### src/rtl/config_dispatcher_if.sv
// Stream bundle between the config source, the dispatcher and the per-operator channel consumers.
// The slave modport is the dispatcher side; the master modport is the source/consumer side.
interface config_dispatcher_if #(
  parameter int NUM_CH    = 4,
  parameter int OP_W      = 5,
  parameter int PAYLOAD_W = 113
);
  logic [OP_W+PAYLOAD_W-1:0]    config_in_tdata;
  logic                         config_in_tvalid;
  logic                         config_in_tready;
  logic [NUM_CH*PAYLOAD_W-1:0]  ch_out_tdata;
  logic [NUM_CH-1:0]            ch_out_tvalid;
  logic [NUM_CH-1:0]            ch_out_tready;

  modport master (
    output config_in_tdata, config_in_tvalid,
    input  config_in_tready,
    input  ch_out_tdata, ch_out_tvalid,
    output ch_out_tready
  );

  modport slave (
    input  config_in_tdata, config_in_tvalid,
    output config_in_tready,
    output ch_out_tdata, ch_out_tvalid,
    input  ch_out_tready
  );
endinterface

### src/rtl/config_dispatcher.sv
// In-order dispatcher: buffers config words in a FIFO and routes each payload to the channel named by its operator.
// Define CFG_DISPATCH_ERR_STATUS_EN to add the err_illegal_op / err_count status ports.
module config_dispatcher #(
  parameter int NUM_CH    = 4,
  parameter int OP_W      = 5,
  parameter int PAYLOAD_W = 113,
  parameter int DEPTH     = 4
) (
  input  logic               clock,
  input  logic               reset_n,
  config_dispatcher_if.slave cfgBus,
  output logic               busy
`ifdef CFG_DISPATCH_ERR_STATUS_EN
  ,
  output logic               err_illegal_op,
  output logic [7:0]         err_count
`endif
);

  localparam int PTR_W  = (DEPTH > 1) ? $clog2(DEPTH) : 1;
  localparam int CNT_W  = PTR_W + 1;
  localparam int WORD_W = OP_W + PAYLOAD_W;
  localparam logic [31:0] NUM_CH_U = 32'(NUM_CH);

  typedef enum logic [1:0] {IDLE, ISSUE, STALL} state_t;

  state_t                state_q, state_d;
  logic [WORD_W-1:0]     fifoMem_q [DEPTH];
  logic [PTR_W-1:0]      wrPtr_q, rdPtr_q;
  logic [CNT_W-1:0]      count_q, count_d;
  logic [NUM_CH-1:0]     chValid_q;
  logic [PAYLOAD_W-1:0]  chData_q [NUM_CH];
  logic [NUM_CH*PAYLOAD_W-1:0] chDataFlat;

  logic                  push, pop, load, headLegal, headBlocked;
  logic [OP_W-1:0]       headOp;
  logic [PAYLOAD_W-1:0]  headPayload;
  logic [31:0]           headOpExt;

  // Full is judged on the registered count alone, so a pop never frees a slot in the same cycle.
  assign cfgBus.config_in_tready = (count_q != CNT_W'(DEPTH));
  assign push = cfgBus.config_in_tvalid && cfgBus.config_in_tready;

  always_comb begin
    headOp      = fifoMem_q[rdPtr_q][OP_W-1:0];
    headPayload = fifoMem_q[rdPtr_q][WORD_W-1:OP_W];
    headOpExt   = 32'(headOp);
    headLegal   = headOpExt < NUM_CH_U;
    headBlocked = 1'b0;
    for (int k = 0; k < NUM_CH; k++) begin
      if (headOpExt == 32'(k)) begin
        headBlocked = chValid_q[k] && !cfgBus.ch_out_tready[k];
      end
    end
    pop     = (state_q != IDLE) && !headBlocked;
    load    = pop && headLegal;
    count_d = count_q + CNT_W'(push) - CNT_W'(pop);
    state_d = state_q;
    if (count_d == '0) begin
      state_d = IDLE;
    end else if (headBlocked) begin
      state_d = STALL;
    end else begin
      state_d = ISSUE;
    end
  end

  always_ff @(posedge clock) begin
    if (!reset_n) begin
      state_q <= IDLE;
    end else begin
      state_q <= state_d;
    end
  end

  always_ff @(posedge clock) begin
    if (!reset_n) begin
      wrPtr_q <= '0;
      rdPtr_q <= '0;
      count_q <= '0;
    end else begin
      if (push) wrPtr_q <= wrPtr_q + PTR_W'(1);
      if (pop)  rdPtr_q <= rdPtr_q + PTR_W'(1);
      count_q <= count_d;
    end
  end

  // Storage needs no reset; only the pointers decide which entries are live.
  always_ff @(posedge clock) begin
    if (push) fifoMem_q[wrPtr_q] <= cfgBus.config_in_tdata;
  end

  always_ff @(posedge clock) begin
    if (!reset_n) begin
      chValid_q <= '0;
      for (int k = 0; k < NUM_CH; k++) chData_q[k] <= '0;
    end else begin
      for (int k = 0; k < NUM_CH; k++) begin
        if (load && (headOpExt == 32'(k))) begin
          chData_q[k]  <= headPayload;
          chValid_q[k] <= 1'b1;
        end else if (cfgBus.ch_out_tready[k]) begin
          chValid_q[k] <= 1'b0;
        end
      end
    end
  end

  always_comb begin
    chDataFlat = '0;
    for (int k = 0; k < NUM_CH; k++) begin
      chDataFlat[k*PAYLOAD_W +: PAYLOAD_W] = chData_q[k];
    end
  end

  assign cfgBus.ch_out_tdata  = chDataFlat;
  assign cfgBus.ch_out_tvalid = chValid_q;
  assign busy = (count_q != '0) || (|chValid_q);

`ifdef CFG_DISPATCH_ERR_STATUS_EN
  logic       errIllegal_q;
  logic [7:0] errCount_q;

  always_ff @(posedge clock) begin
    if (!reset_n) begin
      errIllegal_q <= 1'b0;
      errCount_q   <= '0;
    end else if (pop && !headLegal) begin
      errIllegal_q <= 1'b1;
      if (errCount_q != 8'hFF) errCount_q <= errCount_q + 8'd1;
    end
  end

  assign err_illegal_op = errIllegal_q;
  assign err_count      = errCount_q;
`else
  // Illegal operators are still popped and dropped; only the status reporting is absent.
`endif

endmodule

### src/flat_wrapper.sv
// flat-port wrapper written by rule: the top's interface ports become plain ports
module config_dispatcher_flat 
#(
  parameter int NUM_CH    = 4,
  parameter int OP_W      = 5,
  parameter int PAYLOAD_W = 113,
  parameter int DEPTH     = 4
)
  (clock, reset_n, busy, cfgBus_config_in_tdata, cfgBus_config_in_tvalid, cfgBus_config_in_tready, cfgBus_ch_out_tdata, cfgBus_ch_out_tvalid, cfgBus_ch_out_tready);
  config_dispatcher_if #(.NUM_CH(NUM_CH), .OP_W(OP_W), .PAYLOAD_W(PAYLOAD_W)) cfgBus_i ();
  input  logic clock;
  input  logic reset_n;
  output logic busy;
  input wire logic [$bits(cfgBus_i.config_in_tdata)-1:0] cfgBus_config_in_tdata;
  input wire logic [$bits(cfgBus_i.config_in_tvalid)-1:0] cfgBus_config_in_tvalid;
  output wire logic [$bits(cfgBus_i.config_in_tready)-1:0] cfgBus_config_in_tready;
  output wire logic [$bits(cfgBus_i.ch_out_tdata)-1:0] cfgBus_ch_out_tdata;
  output wire logic [$bits(cfgBus_i.ch_out_tvalid)-1:0] cfgBus_ch_out_tvalid;
  input wire logic [$bits(cfgBus_i.ch_out_tready)-1:0] cfgBus_ch_out_tready;
  assign cfgBus_i.config_in_tdata = cfgBus_config_in_tdata;
  assign cfgBus_i.config_in_tvalid = cfgBus_config_in_tvalid;
  assign cfgBus_config_in_tready = cfgBus_i.config_in_tready;
  assign cfgBus_ch_out_tdata = cfgBus_i.ch_out_tdata;
  assign cfgBus_ch_out_tvalid = cfgBus_i.ch_out_tvalid;
  assign cfgBus_i.ch_out_tready = cfgBus_ch_out_tready;
  config_dispatcher #(.NUM_CH(NUM_CH), .OP_W(OP_W), .PAYLOAD_W(PAYLOAD_W), .DEPTH(DEPTH)) u_core (.clock(clock), .reset_n(reset_n), .cfgBus(cfgBus_i), .busy(busy));
endmodule
### config.mk
export PLATFORM = sky130hd
export DESIGN_NAME = config_dispatcher_flat
export DESIGN_NICKNAME = d
export VERILOG_FILES = /design/src/rtl/config_dispatcher_if.sv /design/src/rtl/config_dispatcher.sv /design/src/flat_wrapper.sv
export SDC_FILE = /design/constraint.sdc
export NUM_CORES = 1
export LEC_CHECK = 0
export ABC_AREA = 1
export BUFFER_PORTS_ARGS = -buffer_cell sky130_fd_sc_hd__buf_2
export CORE_ASPECT_RATIO = 2
export CORE_MARGIN = 8
export CORE_UTILIZATION = 51
export DETAILED_ROUTE_END_ITERATION = 6
export GPL_ROUTABILITY_DRIVEN = 0
export PLACE_DENSITY = 0.76
export RECOVER_POWER = 100
export SYNTH_ARGS = -nofsm -noshare
export SYNTH_HDL_FRONTEND = slang
export SYNTH_SLANG_ARGS = --single-unit
### constraint.sdc
create_clock -name clock -period 7.2 [get_ports clock]
set_input_delay 1.44 -clock clock [delete_from_list [all_inputs] [get_ports clock]]
set_output_delay 1.44 -clock clock [all_outputs]
set_load 0.02 [all_outputs]
Word level (Yosys, flattened, before mapping)
Memory sizes are Yosys's and may differ from the RTL's. A register that Yosys moved wholly into a read port is not among the register bits.
Index checks and enable logic that the tools add are counted.
- register bits: 13
- bits in writable memories: 924
- input port bits: 125
- output and inout bits: 458
- word-level logic and storage cells: 86
- memories kept: 2
- memories (memory ; words ; width ; read ports ; clocked after memory_dff ; wr ports ; RTL line ; RTL):
    u_core.fifoMem_q ; 4 ; 118 ; 1 ; 1 ; 1 ; config_dispatcher.sv:28 ; logic [WORD_W-1:0] fifoMem_q [DEPTH];
    u_core.chData_q ; 4 ; 113 ; 4 ; 0 ; 4 ; config_dispatcher.sv:32 ; logic [PAYLOAD_W-1:0] chData_q [NUM_CH];
- add/subtract/negate cells: 4
- order comparisons: 1
- equal/unequal tests: 4
- mux-type cells: 34
- bitwise logic cells: 5
- reductions and logical operators: 28
- operators with widths (kind ; count):
    113-bit 2-to-1 mux ; 4
    32-bit zero test ; 1
    1-bit 2-to-1 mux ; 27
    1-bit logical AND ; 11
    5-bit by 2-bit equality test with 1-bit output, second input constant ; 2
    2-bit nonzero test ; 5
    2-bit 2-to-1 mux ; 3
    5-bit by 1-bit equality test with 1-bit output, second input constant ; 1
    1-bit zero test ; 5
    5-bit zero test ; 1
    5-bit by 3-bit less-than comparator with 1-bit output, second input constant ; 1
    2-bit by 1-bit adder with 2-bit output, second input constant ; 2
    1-bit bitwise OR ; 4
    4-bit OR reduction ; 1
    3-bit by 1-bit adder with 3-bit output ; 1
    3-bit zero test ; 1
    3-bit != test, second input constant ; 1
    3-bit nonzero test ; 1
    3-bit by 1-bit subtractor with 3-bit output ; 1
    2-bit OR reduction ; 1
    1-bit logical OR ; 1
    1-bit inverter ; 1

Logic depth before layout (Yosys ltp)
- word-level depth: 14
- mapped depth: 20
- depth with buffers taken out: 19

Worst setup path after synthesis
No wires, ideal clock.
- path kind: input port to flip-flop
- start point: input cfgBus_config_in_tvalid
- end point: memory u_core.fifoMem_q[0][0] (netlist bit) (enable)
- library setup time: 0.597 ns
- data arrival time: 6.525 ns
- data required time: 6.603 ns
- slack: 0.078 ns
- stages on the path: 2
- buffers on the path: 0
- cells stage by stage: nand2_1 nor2_1
- longest elaborated chain between the ends: 3
- ends and longest elaborated chain (item ; RTL line ; RTL):
    start, declared ; flat_wrapper.sv:15 ; input wire logic [$bits(cfgBus_i.config_in_tvalid)-1:0] cfgBus_config_in_tvalid;
    1-bit logical AND ; config_dispatcher.sv:42 ; assign push = cfgBus.config_in_tvalid && cfgBus.config_in_tready;
    1-bit 2-to-1 mux ; config_dispatcher.sv:90 ; if (push) fifoMem_q[wrPtr_q] <= cfgBus.config_in_tdata;
    1-bit 2-to-1 mux (implied by the code) ; config_dispatcher.sv:90 ;
    end, declared ; config_dispatcher.sv:28 ;
No other way between the ends.

==> results.md <==
* Worst Path Required at 7480 ps
* Multi-input gate area at 0.00587 mm^2
* Placement Setup Slack at 2300 ps
* Critical Path End Type: flip-flop
* Reg clk slew, reported paths at 60 ps
* Die Height at 391 um
* I/O Pins at 583
* Clk sinks at 939
* Synth unique cells at 30
* Commonest cells post-synth: 924 x edfxtp_1, 366 x nand2_1, 255 x nor3_1, 199 x nor3_2, 119 x a21oi_1
* Final worst slack at 1550 ps
* H-tree depth at 3
* Largest area contributor in the netlist: edfxtp_1
* Final total power at 14.7 mW
* FP Rows at 137
* Clk root buf: clkbuf_16
* Final period utilization at 0.785
* Layout Skew at 23.3 ps
* Global-route wire length before repair at 139,000 um
* Layout Nets at 2,906
* Wire per inst at 25.5 um
* Failing checks: max-capacitance violations, max-slew violations
* Area of the mapped netlist at 0.0358 mm^2
* Synth-to-layout area growth at 11.9%
* # fillers at 5,632
* DRC at 0
* GRT Residual Overflow at 0
* Clock Path Buffers at 3
* CTS tree: built
* IR drop worst, VDD at 0.245 mV
* Placed cell count at 3,596
* Final Util at 0.576
* Final Hold Violating Endpoints at 0
* Setup Viol. Count Final at 0
* Vias in the first global route at 22,400
* Die ar. at 0.0795 mm^2
* Critical setup path kind: flip-flop to flip-flop
* Seq. cell area at 0.0281 mm^2
* PD cells at 367 mW/mm^2
* IO buf count at 582
* CP arrival at 5930 ps
* Hpwl dp at 62,700 um
* Largest net degree at the start of global routing at 175
* Seq/Total Area, Yosys at 0.782
* Fin area at 0.0401 mm^2
* Crit path max fanout at 156
* Slew HR at -1.86
* Max-cap viol count at 11
* FFs w/ async S/R, synth at 0
* FMAX at 0.177 GHz
* Drt pass-1 iters at 5
* Number of synthesized flops with an enable pin at 924
* Vias at 21,800
* Startpoint types: flip-flop
* Vias/cell at 5.82
* Setup repair bufs after CTS at 0
* Minimum clock period at 5650 ps
* Final setup TNS at 0 ps
* Post-Synthesis Net Count at 2,388
* Post-DRT Antenna Nets at 0
* Hold Slack at 524 ps
* Initial DRC count at 1,757
* Total CTS buffers at 79
* FF+latch count, synth at 939
* RSZ-0062 raised after global routing: no
* Most frequent cell after synthesis: edfxtp_1
* Layout Cells excl Fill at 3,751
* Top cell type's share of synthesized area at 0.774
* Ratio of cells with drive above 1 in the final layout at 0.0582
* Placed Area at 0.0394 mm^2
* Clk Latency, worst-skew pair at 650 ps
* Synthesized instance count at 2,256
* Hold_buf cts at 0
* Worst-Margin Slew at 4290 ps
* Chip Width at 203 um
* Leakage power at 13.2 nW
* Tot GR Track Use at 0.234
* Max Slew Vio Count at 590
* Largest cells by area after synthesis: edfxtp_1 77%, nor3_2 5.6%, nand2_1 3.8%
* Synth Area per Inst at 15.9 um^2
* Final WL at 95,700 um
* Status: finished, violations left
* Initial antenna violation count at 13
* Worst min-delay path class: flip-flop to flip-flop
* Post-CTS sizing at 0
* Core area at 0.0696 mm^2
* Starting density of the core at 0.515
* Ys Warns at 0
* Main synth FF type: edfxtp_1
path summary, 6_finish.rpt:
path                                          endpoint  slack [ps]  depth (start not counted)              start
worst max-delay path            u_core.chData_q[3][91]        1550                         11          flip-flop
worst min-delay path                 u_core.rdPtr_q[1]         520                          2  u_core.rdPtr_q[1]
worst max register to register  u_core.chData_q[3][91]        1550                         11          flip-flop
worst min register to register       u_core.rdPtr_q[1]         520                          2  u_core.rdPtr_q[1]
state kept, by name, indices dropped and copies added (netlist names), named ones only:
register	flops
u_core.cfgBus.ch_out_tvalid	4
u_core.state_q	2
u_core.count_q	3
u_core.wrPtr_q	2
u_core.rdPtr_q	2
u_core.fifoMem_q	472
u_core.chData_q	452
critical path, cell delays in order (launching register included):
cell and delay (ps):
dfxtp_4 960, inv_8 450, nand2_1 240, nand3_1 100, nand2_1 130, inv_1 90, nor3_1 310, nand2_2 60
nand2_1 300, nand4_4 470, nand2_1 1250, buf_4 570
routing by layer:
metal / share of wire / vias to the layer above / GRT usage
met4: 0.037 / 0 / 0.103
met2: 0.48 / 1181 / 0.385
li1: - / 9631 / -
met1: 0.37 / 10800 / 0.281
met3: 0.11 / 194 / 0.0718
met5: 0 / - / 0
cells in the final DEF, fill, tap and decap left out, drive strengths merged, types with 8 or more instances in the layout:
master	synthesis	routed
nand3	9	9
nor3	455	455
buf	67	20
nor2	24	24
nand2	370	370
dfxtp	15	15
a32o	113	113
clkbuf	109	686
inv	27	31
edfxtp	924	924
clkinv	0	31
diode	0	14
clkinvlp	0	8
a21oi	119	119
final cells by class:
class | instances | share of cell area
timing repair buffer | 613 | 0.0598
clock buffer | 93 | 0.0522
multi-input combinational | 1114 | 0.146
antenna | 14 | 0.000874
tap | 903 | 0.0282
clock inverter | 48 | 0.0100
sequential | 939 | 0.700
inverter | 27 | 0.00309
power by group:
group | switching [mW] | total [mW] | internal, mW
Sequential | 0.236 | 6.92 | 6.68
Combinational | 2.83 | 3.62 | 0.790
Clock | 1.90 | 4.17 | 2.27
kinds of logic after synthesis:
group | after synthesis | share of synthesized area
AOI/OAI and AO/OA | 238 | 0.0491
buffers and inverters | 203 | 0.0275
DFF | 939 | 0.782
and+or+nand+nor | 866 | 0.138
xor gates and xnor gates | 3 | 0.000733
adders and majority gates | 7 | 0.00265
No activity file was read; power rests on OpenSTA's default activity.
